**config.mk**
```make
export PLATFORM = sky130hd
export DESIGN_NAME = mux_arb_n
export DESIGN_NICKNAME = d
export VERILOG_FILES = /design/src/rtl/mux_arb_n.sv
export SDC_FILE = /design/constraint.sdc
export NUM_CORES = 1
export LEC_CHECK = 0
export CELL_PAD_IN_SITES_DETAIL_PLACEMENT = 2
export CELL_PAD_IN_SITES_GLOBAL_PLACEMENT = 2
export CORE_AREA = 2 2 227 229
export DETAILED_ROUTE_END_ITERATION = 10
export DIE_AREA = 0 0 229 231
export HOLD_SLACK_MARGIN = 0.05
export PLACE_DENSITY_LB_ADDON = 0.1
export SYNTH_ARGS = -nofsm -noshare
export SYNTH_HDL_FRONTEND = slang
export SYNTH_SLANG_ARGS = --single-unit
```
**constraint.sdc**
```tcl
create_clock -name clk -period 8.2 [get_ports clk]
set_input_delay 1.23 -clock clk [delete_from_list [all_inputs] [get_ports clk]]
set_output_delay 1.23 -clock clk [all_outputs]
set_load 0.01 [all_outputs]
```
**src/rtl/mux_arb_n.sv**
```systemverilog
// mux_arb_n -- registered N-to-1 channel selector with valid/ready handshakes.
//
// Picks one of NCH input channels each cycle, either by explicit index (mode = 0)
// or by round-robin arbitration among the valid channels (mode = 1). The chosen
// word is captured into a single output register, giving one cycle of latency at
// full throughput.
//
// Handshake semantics (both sides): a beat transfers on a rising edge where the
// producer's valid and the consumer's ready are both high. On the input side
// in_ready is at most one-hot and never depends on in_data. On the output side
// out_data/out_sel stay stable while out_valid = 1 and out_ready = 0.
//
// Ports:
//   clk        rising-edge clock
//   rst        synchronous active-high reset
//   mode       0 = explicit select via sel, 1 = round-robin
//   sel        channel index used in explicit mode (values >= NCH never grant)
//   in_data    packed channel data, channel i at [i*WIDTH +: WIDTH]
//   in_valid   per-channel offer
//   in_ready   per-channel accept (one-hot or zero)
//   out_data   registered selected data
//   out_sel    index of the channel held in out_data
//   out_valid  output register holds a beat
//   out_ready  consumer accepts the held beat
module mux_arb_n #(
    parameter int WIDTH = 32,
    parameter int NCH   = 16,
    parameter int SELW  = $clog2(NCH)
) (
    input  logic                 clk,
    input  logic                 rst,
    input  logic                 mode,
    input  logic [SELW-1:0]      sel,
    input  logic [NCH*WIDTH-1:0] in_data,
    input  logic [NCH-1:0]       in_valid,
    output logic [NCH-1:0]       in_ready,
    output logic [WIDTH-1:0]     out_data,
    output logic [SELW-1:0]      out_sel,
    output logic                 out_valid,
    input  logic                 out_ready
);

    // Channel count and last index at the widths used for comparisons, so
    // non-power-of-two NCH wraps at NCH rather than at 2^SELW.
    localparam logic [SELW:0]   NCH_L   = (SELW + 1)'(NCH);
    localparam logic [SELW-1:0] LAST_CH = SELW'(NCH - 1);

    logic [WIDTH-1:0] out_data_q, out_data_d;
    logic [SELW-1:0]  out_sel_q,  out_sel_d;
    logic             out_valid_q, out_valid_d;
    logic [SELW-1:0]  ptr_q, ptr_d;

    logic             load;
    logic             sel_in_range;
    logic             rr_found;
    logic [SELW-1:0]  rr_idx;
    logic [SELW:0]    scan_idx;
    logic             grant_valid;
    logic [SELW-1:0]  grant_idx;

    // The output register can take a new beat when it is empty or its current
    // beat retires on this same edge.
    assign load = !out_valid_q || out_ready;

    assign sel_in_range = ({1'b0, sel} < NCH_L);

    // Round-robin scan: first valid channel starting at ptr, wrapping at NCH.
    // ptr < NCH, so ptr + k < 2*NCH and a single conditional subtract wraps it.
    always_comb begin
        rr_found = 1'b0;
        rr_idx   = '0;
        scan_idx = '0;
        for (int k = 0; k < NCH; k++) begin
            scan_idx = {1'b0, ptr_q} + (SELW + 1)'(k);
            if (scan_idx >= NCH_L) begin
                scan_idx = scan_idx - NCH_L;
            end
            if (!rr_found && in_valid[scan_idx[SELW-1:0]]) begin
                rr_found = 1'b1;
                rr_idx   = scan_idx[SELW-1:0];
            end
        end
    end

    // Grant selection: only while the output register can load.
    always_comb begin
        grant_valid = 1'b0;
        grant_idx   = '0;
        if (load) begin
            if (mode) begin
                grant_valid = rr_found;
                grant_idx   = rr_idx;
            end else if (sel_in_range && in_valid[sel]) begin
                grant_valid = 1'b1;
                grant_idx   = sel;
            end
        end
    end

    // Accept strobe; suppressed during reset so no beat is taken and then lost.
    always_comb begin
        in_ready = '0;
        if (grant_valid && !rst) begin
            in_ready[grant_idx] = 1'b1;
        end
    end

    // Next-state for the output register and the round-robin pointer.
    // A load with no grant empties the register but keeps data/index as they were.
    always_comb begin
        out_data_d  = out_data_q;
        out_sel_d   = out_sel_q;
        out_valid_d = out_valid_q;
        ptr_d       = ptr_q;
        if (load) begin
            out_valid_d = grant_valid;
            if (grant_valid) begin
                out_data_d = in_data[grant_idx*WIDTH +: WIDTH];
                out_sel_d  = grant_idx;
                // Pointer moves past the winner only for round-robin grants.
                if (mode) begin
                    ptr_d = (grant_idx == LAST_CH) ? '0 : grant_idx + 1'b1;
                end
            end
        end
    end

    always_ff @(posedge clk) begin
        if (rst) begin
            out_data_q  <= '0;
            out_sel_q   <= '0;
            out_valid_q <= 1'b0;
            ptr_q       <= '0;
        end else begin
            out_data_q  <= out_data_d;
            out_sel_q   <= out_sel_d;
            out_valid_q <= out_valid_d;
            ptr_q       <= ptr_d;
        end
    end

    assign out_data  = out_data_q;
    assign out_sel   = out_sel_q;
    assign out_valid = out_valid_q;

endmodule

```
==> reports/results.ini, run 1 <==
[global_route]
grt_use_met3_pct=3.88
grt_pass1_vias=12500
grt.overflow.total=0
antenna_found_initial=7
grt_util_all_layers_pct=23.7
grt_pass1_wl_um=91700
grt_max_degree=92
grt_use_met1_pct=27.6
grtUsageMet2_pct=45.9
busiest_layer=met2

[setup_path]
cpLargestDelayFamily=simple AND/OR/NAND/NOR gates
cp.arrival_ns=6.06
startpoint_type=input pin
endpoint_kind=output pin
max_stage_delay_ns=0.74
crit_path_end=in_ready[9]
reg2reg_to=out_data[20]
path_max_fanout=24
ff2ff_path_depth=18
critPathKind=input pin to output pin
cp_slowest_cell=or4_1
r2r_start=ptr_q[0]
cp_num_cells=12
startpoint=in_valid[4]
critical_path_required_ns=6.97
crit_buf_inv=3
rrSetupSlack_ns=1.70
cp_cell_sequence=clkdlybuf4s50_1 > mux4_2 > mux2i_1 > mux2i_1 > or4_1 > nor3_2 > o21ai_1 > o211ai_4 > nor2b_4 > buf_4 > and3_1 > clkdlybuf4s50_1

[synth]
yosys_warnings=0
yosysTopAreaCellShare_pct=30.8
synth.area.mux_share_pct=44.5
syn_inst=1128
synthFlopType=dfxtp_1
synth.most_common_cell=mux2i_1
synth_area_mm2=0.00944
yosysTopAreaCell=mux2i_1
async_reset_ff_share_pct=0
ys_types=77
synth_edf_count=0
syn-num-nets=1675
synth-seq-area-share_pct=8.70
synth_commonest_cells=mux2i_1 (290), nand2_1 (132), nor2_1 (75), nand3_1 (48), dfxtp_1 (41)
synthSimpleGateAreaFrac_pct=17.0
synth.ff_latch_count=41
syn_avg_cell_area_um2=8.37
synth-adder-area-share_pct=1.46
synth_area_leaders=mux2i_1 (31%), mux4_2 (8.8%), dfxtp_1 (8.7%), nand2_1 (5.2%), a32oi_1 (3.7%)
synth-xor-area-share_pct=1.27
synth_top_family_by_area=multiplexers
synth-compound-area-share_pct=19.4

[detailed_routing]
wl_per_cell_um=28.2
firstDrtPassIters=5
final_antenna_net_count=0
route.detailed.drc=0
via_per_inst=4.97
routed_wl_um=65500
dr_total_vias=11600
drt-initial-drc-count=501

[placement]
io_buffers=588
routabilityCongestion=0.851
post-dp-hpwl_um=54500
place_inst=2316
post_dp_cell_area_mm2=0.0158

[die]
die_w_um=229
start_util_pct=18.6
num_io_pins=589
core_area_mm2=0.0507
die_height_um=231
design.die.area_mm2=0.0529
rows=83

[pwr]
swShare_pct=51.0
clkPwrFrac_pct=8.3
p_comb_share_pct=82.3
p_per_area_mw_per_mm2=187
p_seq_share_pct=9.4
net-switching-power_mw=1.52
ir_worst_vdd_uv=158
leakage_nw=5.87
internal-power_mw=1.46

[sta]
min_period_ns=7.29
finalSetupViolations=0
hold_ws_ns=0.459
slew_headroom_pct=34.5
tightest_slew_ns=0.982
fin_crit_sh_pct=88.9
finClkSkew_ns=0.00723
fmax_ghz=0.137
slew_violations=0
tns_ns=0
rsz0062_at_grt=false
finalHoldViolCount=0

[clock_network]
clkSinkCount=41
clockBufferDepth=2
post_cts_resized=0
cts-htree-levels=2
path_clk_slew_ns=0.07
cts_setup_buffers=0
cts_buffers=5
cts-root-buf=clkbuf_16
hold_buffers=0
clock_latency_ns=0.30
tritoncts=yes

[run_status]
outcome=finished clean

[final_layout]
final_cells=2325
syn_to_final_growth_pct=69.1
fin_nets=2190
drive_gt1_share_pct=8.70
design_area_mm2=0.0160

[min_path]
hp-class=flop to flop

[job]
maxCapViolations=0

-- cell families after synthesis --
| logic type | after synthesis |
|---|---|
| xor+xnor | 12 |
| mux | 368 |
| compound gates | 238 |
| simple gates | 335 |
| flops | 41 |
| buf+inv | 123 |
| fa+ha+maj | 11 |
-- through the flow --
stage / utilization [%] / power [mW] / setup WS [ns]
after floorplan: - / 1.83 / 1.67
after global placement: 31.1 / 2.73 / 1.09
after detailed placement: 31.1 / 2.75 / 0.965
after CTS: 31.5 / 3.02 / 0.952
after global routing: 31.5 / 3.19 / 0.662
final: 31.5 / 2.98 / 0.909
-- routing by layer --
| layer | share of wire (%) | vias to the layer above | wire (µm) |
|---|---|---|---|
| met4 | 1.2 | 10 | 813 |
| met5 | 0.10 | - | 67 |
| met2 | 54 | 327 | 35300 |
| met3 | 4.5 | 37 | 2970 |
| li1 | - | 5408 | - |
| met1 | 40 | 5773 | 26300 |
-- power by group through the flow --
stage	logic, mW	clock network, mW	registers, mW
after floorplan	1.53	0	0.297
after global placement	2.45	0	0.284
after detailed placement	2.46	0	0.286
after CTS	2.48	0.263	0.282
after global routing	2.64	0.268	0.286
final	2.45	0.249	0.280
-- cells in the final DEF, fill, tap and decap left out, types with 3 or more instances in the layout --
cell,instances
a32oi_1,40
nand4_1,13
nand3_1,48
inv_1,10
and2_1,7
a21oi_1,22
a31oi_1,7
buf_4,29
a2111oi_0,4
nor2_1,73
and3_1,19
o31a_1,12
o211ai_1,5
o21ai_1,18
or4_1,3
a311oi_1,19
ha_1,11
mux2i_1,290
nor2b_1,3
clkbuf_16,5
mux4_2,37
nor3_1,3
mux2_2,31
or2_2,3
o21ai_0,16
a22oi_1,37
dfxtp_1,40
a211oi_2,3
clkdlybuf4s50_1,587
xnor2_1,8
or3_1,13
mux2_1,9
nand2_1,132
a311o_1,3
a211oi_1,23
-- flip-flops by register name (all words and copies together), names as in the netlist --
signal,flops
out_valid,1
ptr_q,4
out_sel,4
out_data,32
-- worst reg2reg max path, delay by kind of cell (launching register included) --
family,cells,cell delay [ns]
flip-flops,1,0.33
adder cells (fa/ha/maj),1,0.34
AO/OA/AOI/OAI,6,1.70
AND/OR/NAND/NOR,2,0.60
buffers and inverters,5,1.80
multiplexers,4,1.66
-- worst min-delay path by stage --
stage / from / endpoint / slack, ns / depth (start not counted)
after floorplan: out_sel[2] / out_sel[2] / 0.48 / 2
after global placement: out_sel[3] / out_sel[3] / 0.44 / 2
after detailed placement: out_sel[2] / out_sel[2] / 0.45 / 2
after CTS: out_sel[2] / out_sel[2] / 0.46 / 2
after global routing: out_sel[3] / out_sel[3] / 0.48 / 2
final: out_sel[2] / out_sel[2] / 0.46 / 2
-- final cells by class --
class / instances / area [µm²]
sequential: 41 / 822
antenna: 1 / 2.50
tap: 680 / 851
fill: 5816 / 34700
multi-input combinational: 964 / 7940
inverter: 13 / 50.0
timing repair buffer: 618 / 6120
clock inverter: 3 / 46.3
clock buffer: 5 / 125
Power figures use the tool's default switching activity.
==> inputs of run 2 (changes only) <==
--- a/config.mk
+++ b/config.mk
@@ -5,6 +5,7 @@
 export SDC_FILE = /design/constraint.sdc
 export NUM_CORES = 1
 export LEC_CHECK = 0
+export ABC_CLOCK_PERIOD_IN_PS = 8200
 export CELL_PAD_IN_SITES_DETAIL_PLACEMENT = 2
 export CELL_PAD_IN_SITES_GLOBAL_PLACEMENT = 2
 export CORE_AREA = 2 2 227 229
==> results of run 2 <==
Same layout as run 1: the final DEF is identical, and so are final timing and power.
==> inputs of run 3 (changes only) <==
--- a/config.mk
+++ b/config.mk
@@ -12,7 +12,7 @@
 export DETAILED_ROUTE_END_ITERATION = 10
 export DIE_AREA = 0 0 229 231
 export HOLD_SLACK_MARGIN = 0.05
-export PLACE_DENSITY_LB_ADDON = 0.1
+export PLACE_DENSITY_LB_ADDON = 0.12
 export SYNTH_ARGS = -nofsm -noshare
 export SYNTH_HDL_FRONTEND = slang
 export SYNTH_SLANG_ARGS = --single-unit
==> reports/results.ini, run 3 (synthesis results as in run 1) <==
[run_status]
outcome=finished clean  ; unchanged

[sta]
min_period_ns=7.38  ; was 7.29 ns
finalHoldViolCount=0  ; unchanged
fin_crit_sh_pct=90.1  ; was 88.9%
fmax_ghz=0.135  ; was 0.137 GHz
tns_ns=0  ; unchanged
finClkSkew_ns=0.0110  ; was 0.00723 ns
finalSetupViolations=0  ; unchanged
setup_ws_ns=0.816  ; was 0.909 ns
tightest_slew_ns=1.16  ; was 0.982 ns
slew_headroom_pct=21.7  ; was 34.5%
rsz0062_at_grt=false  ; unchanged
hold_ws_ns=0.457  ; was 0.459 ns
slew_violations=0  ; unchanged

[setup_path]
reg2reg_to=out_data[8]  ; was out_data[20]
cp.arrival_ns=6.15  ; was 6.06 ns
ff2ff_path_depth=17  ; was 18
endpoint_kind=output pin  ; unchanged
r2r_start=ptr_q[1]  ; was ptr_q[0]
path_max_fanout=23  ; was 24
crit_top_cell=clkdlybuf4s50_1
startpoint_type=input pin  ; unchanged
cp_cell_sequence=clkdlybuf4s50_1 > nor2b_1 > a2111oi_0 > nor4_2 > a21oi_1 > a311oi_1 > nor3_1 > a211oi_1 > nor4_4 > clkinv_2 > buf_4 > ha_1 > and3_1 > clkdlybuf4s50_1  ; was clkdlybuf4s50_1 > mux4_2 > mux2i_1 > mux2i_1 > or4_1 > nor3_2 > o21ai_1 > o211ai_4 > nor2b_4 > buf_4 > and3_1 > clkdlybuf4s50_1
rrSetupSlack_ns=1.35  ; was 1.70 ns
max_stage_delay_ns=1.04  ; was 0.74 ns
cp_slowest_cell=nor4_2  ; was or4_1
critical_path_required_ns=6.97  ; about the same
critPathKind=input pin to output pin  ; unchanged

[min_path]
hp-class=flop to flop  ; unchanged
min_to=out_sel[3]  ; was out_sel[2]
whs_path_depth=2  ; unchanged
hold_start=out_sel[3]  ; was out_sel[2]

[clock_network]
cts-root-buf=clkbuf_16  ; unchanged
tritoncts=yes  ; unchanged
cts-htree-levels=2  ; unchanged
path_clk_slew_ns=0.08  ; was 0.07 ns
clockBufferDepth=2  ; unchanged
post_cts_resized=0  ; unchanged
hold_buffers=0  ; unchanged
clock_latency_ns=0.31  ; was 0.30 ns
cts_setup_buffers=0  ; unchanged
cts_buffers=5  ; unchanged
clkSinkCount=41  ; unchanged

[detailed_routing]
firstDrtPassIters=4  ; was 5
wl_met1_um=26600  ; was 26,300 µm
met3_wirelength_um=3420  ; was 2970 µm
routed_wl_um=66100  ; was 65,500 µm
met2_length_um=34000  ; was 35,300 µm
wl_per_cell_um=28.3  ; was 28.2 µm
dr_total_vias=11600  ; about the same
via_per_inst=4.99  ; was 4.97
drt-initial-drc-count=622  ; was 501
final_antenna_net_count=0  ; unchanged
route.detailed.drc=0  ; unchanged
top_layer=met5  ; unchanged

[pwr]
ir_worst_vdd_uv=169  ; was 158 µV
leakage_nw=5.85  ; was 5.87 nW
p_per_area_mw_per_mm2=186  ; was 187 mW/mm²

[die]
start_util_pct=18.6  ; unchanged
design.die.area_mm2=0.0529  ; unchanged
core_area_mm2=0.0507  ; unchanged
rows=83  ; unchanged
die_height_um=231  ; unchanged
die_w_um=229  ; unchanged
num_io_pins=589  ; unchanged

[placement]
post-dp-hpwl_um=54600  ; was 54,500 µm
io_buffers=588  ; unchanged
routabilityCongestion=0.887  ; was 0.851
pre_cts_slack_ns=0.878  ; was 0.965 ns

[global_route]
grt_util_all_layers_pct=23.9  ; was 23.7%
grt_pass1_vias=12400  ; was 12,500
antenna_found_initial=19  ; was 7
grt.overflow.total=0  ; unchanged
grt_max_degree=130  ; was 92
grt_pass1_wl_um=91500  ; was 91,700 µm

[final_layout]
layout_common_cells=clkdlybuf4s50_1 (587), mux2i_1 (290), nand2_1 (132), nor2_1 (73), nand3_1 (48)  ; unchanged
fin_nets=2187  ; was 2,190
final_common_cell=clkdlybuf4s50_1  ; unchanged
drive_gt1_share_pct=8.53  ; was 8.70%
largest_reg_flops=32  ; unchanged
syn_to_final_growth_pct=69.0  ; was 69.1%
finish.utilization_pct=31.5  ; about the same

[job]
maxCapViolations=0  ; unchanged

==> run 3: worst max-delay path by stage <==
| stage | from | to | slack (ns) | cells past startpoint |
|---|---|---|---|---|
| after detailed placement | in_valid[5] | in_ready[10] | 0.88 | 13 |
| after CTS | in_valid[7] | in_ready[10] | 0.85 | 13 |
| final | in_valid[2] | in_ready[10] | 0.82 | 14 |
| after global placement | in_valid[7] | in_ready[14] | 0.95 | 13 |
| after floorplan | ptr_q[1] | in_ready[11] | 1.67 | 19 |
| after global routing | in_valid[2] | in_ready[10] | 0.58 | 14 |
==> run 3: cell type report <==
type / count / area (µm²)
Antenna cell: 11 / 27.5
Multi-Input combinational cell: 964 / 7940
Fill cell: 5819 / 34700
Tap cell: 680 / 851
Inverter: 13 / 50.0
Clock buffer: 5 / 125
Sequential cell: 41 / 822
Timing Repair Buffer: 615 / 6110
Clock inverter: 3 / 25.0
==> run 3: power breakdown <==
group | leakage [nW] | switching, mW | total (mW) | internal, mW
combinational | 5.44 | 1.39 | 2.46 | 1.07
sequential | 0.340 | 0.0317 | 0.279 | 0.247
clock | 0.0705 | 0.112 | 0.227 | 0.115
total | 5.85 | 1.54 | 2.97 | 1.43
==> run 3: critical path: cells and delay by family <==
kind                     cells  cell delay [ns]
AO/OA/AOI/OAI                4             1.39
adder cells (fa/ha/maj)      1             0.26
buffers and inverters        4             1.58
AND/OR/NAND/NOR              5             1.65
==> run 3: stage by stage <==
step	instance area (µm²)	instances	total power [mW]
after floorplan	9440	1128	1.83
after global placement	15800	2313	2.74
after detailed placement	15800	2313	2.75
after CTS	15900	2321	2.99
after global routing	15900	2330	3.17
final	16000	2332	2.97
==> run 3: layer usage <==
layer | GRT usage (%) | vias up
li1 | - | 5414
met2 | 42.8 | 355
met5 | 0 | -
met4 | 8.87 | 10
met3 | 4.68 | 66
met1 | 28.0 | 5784
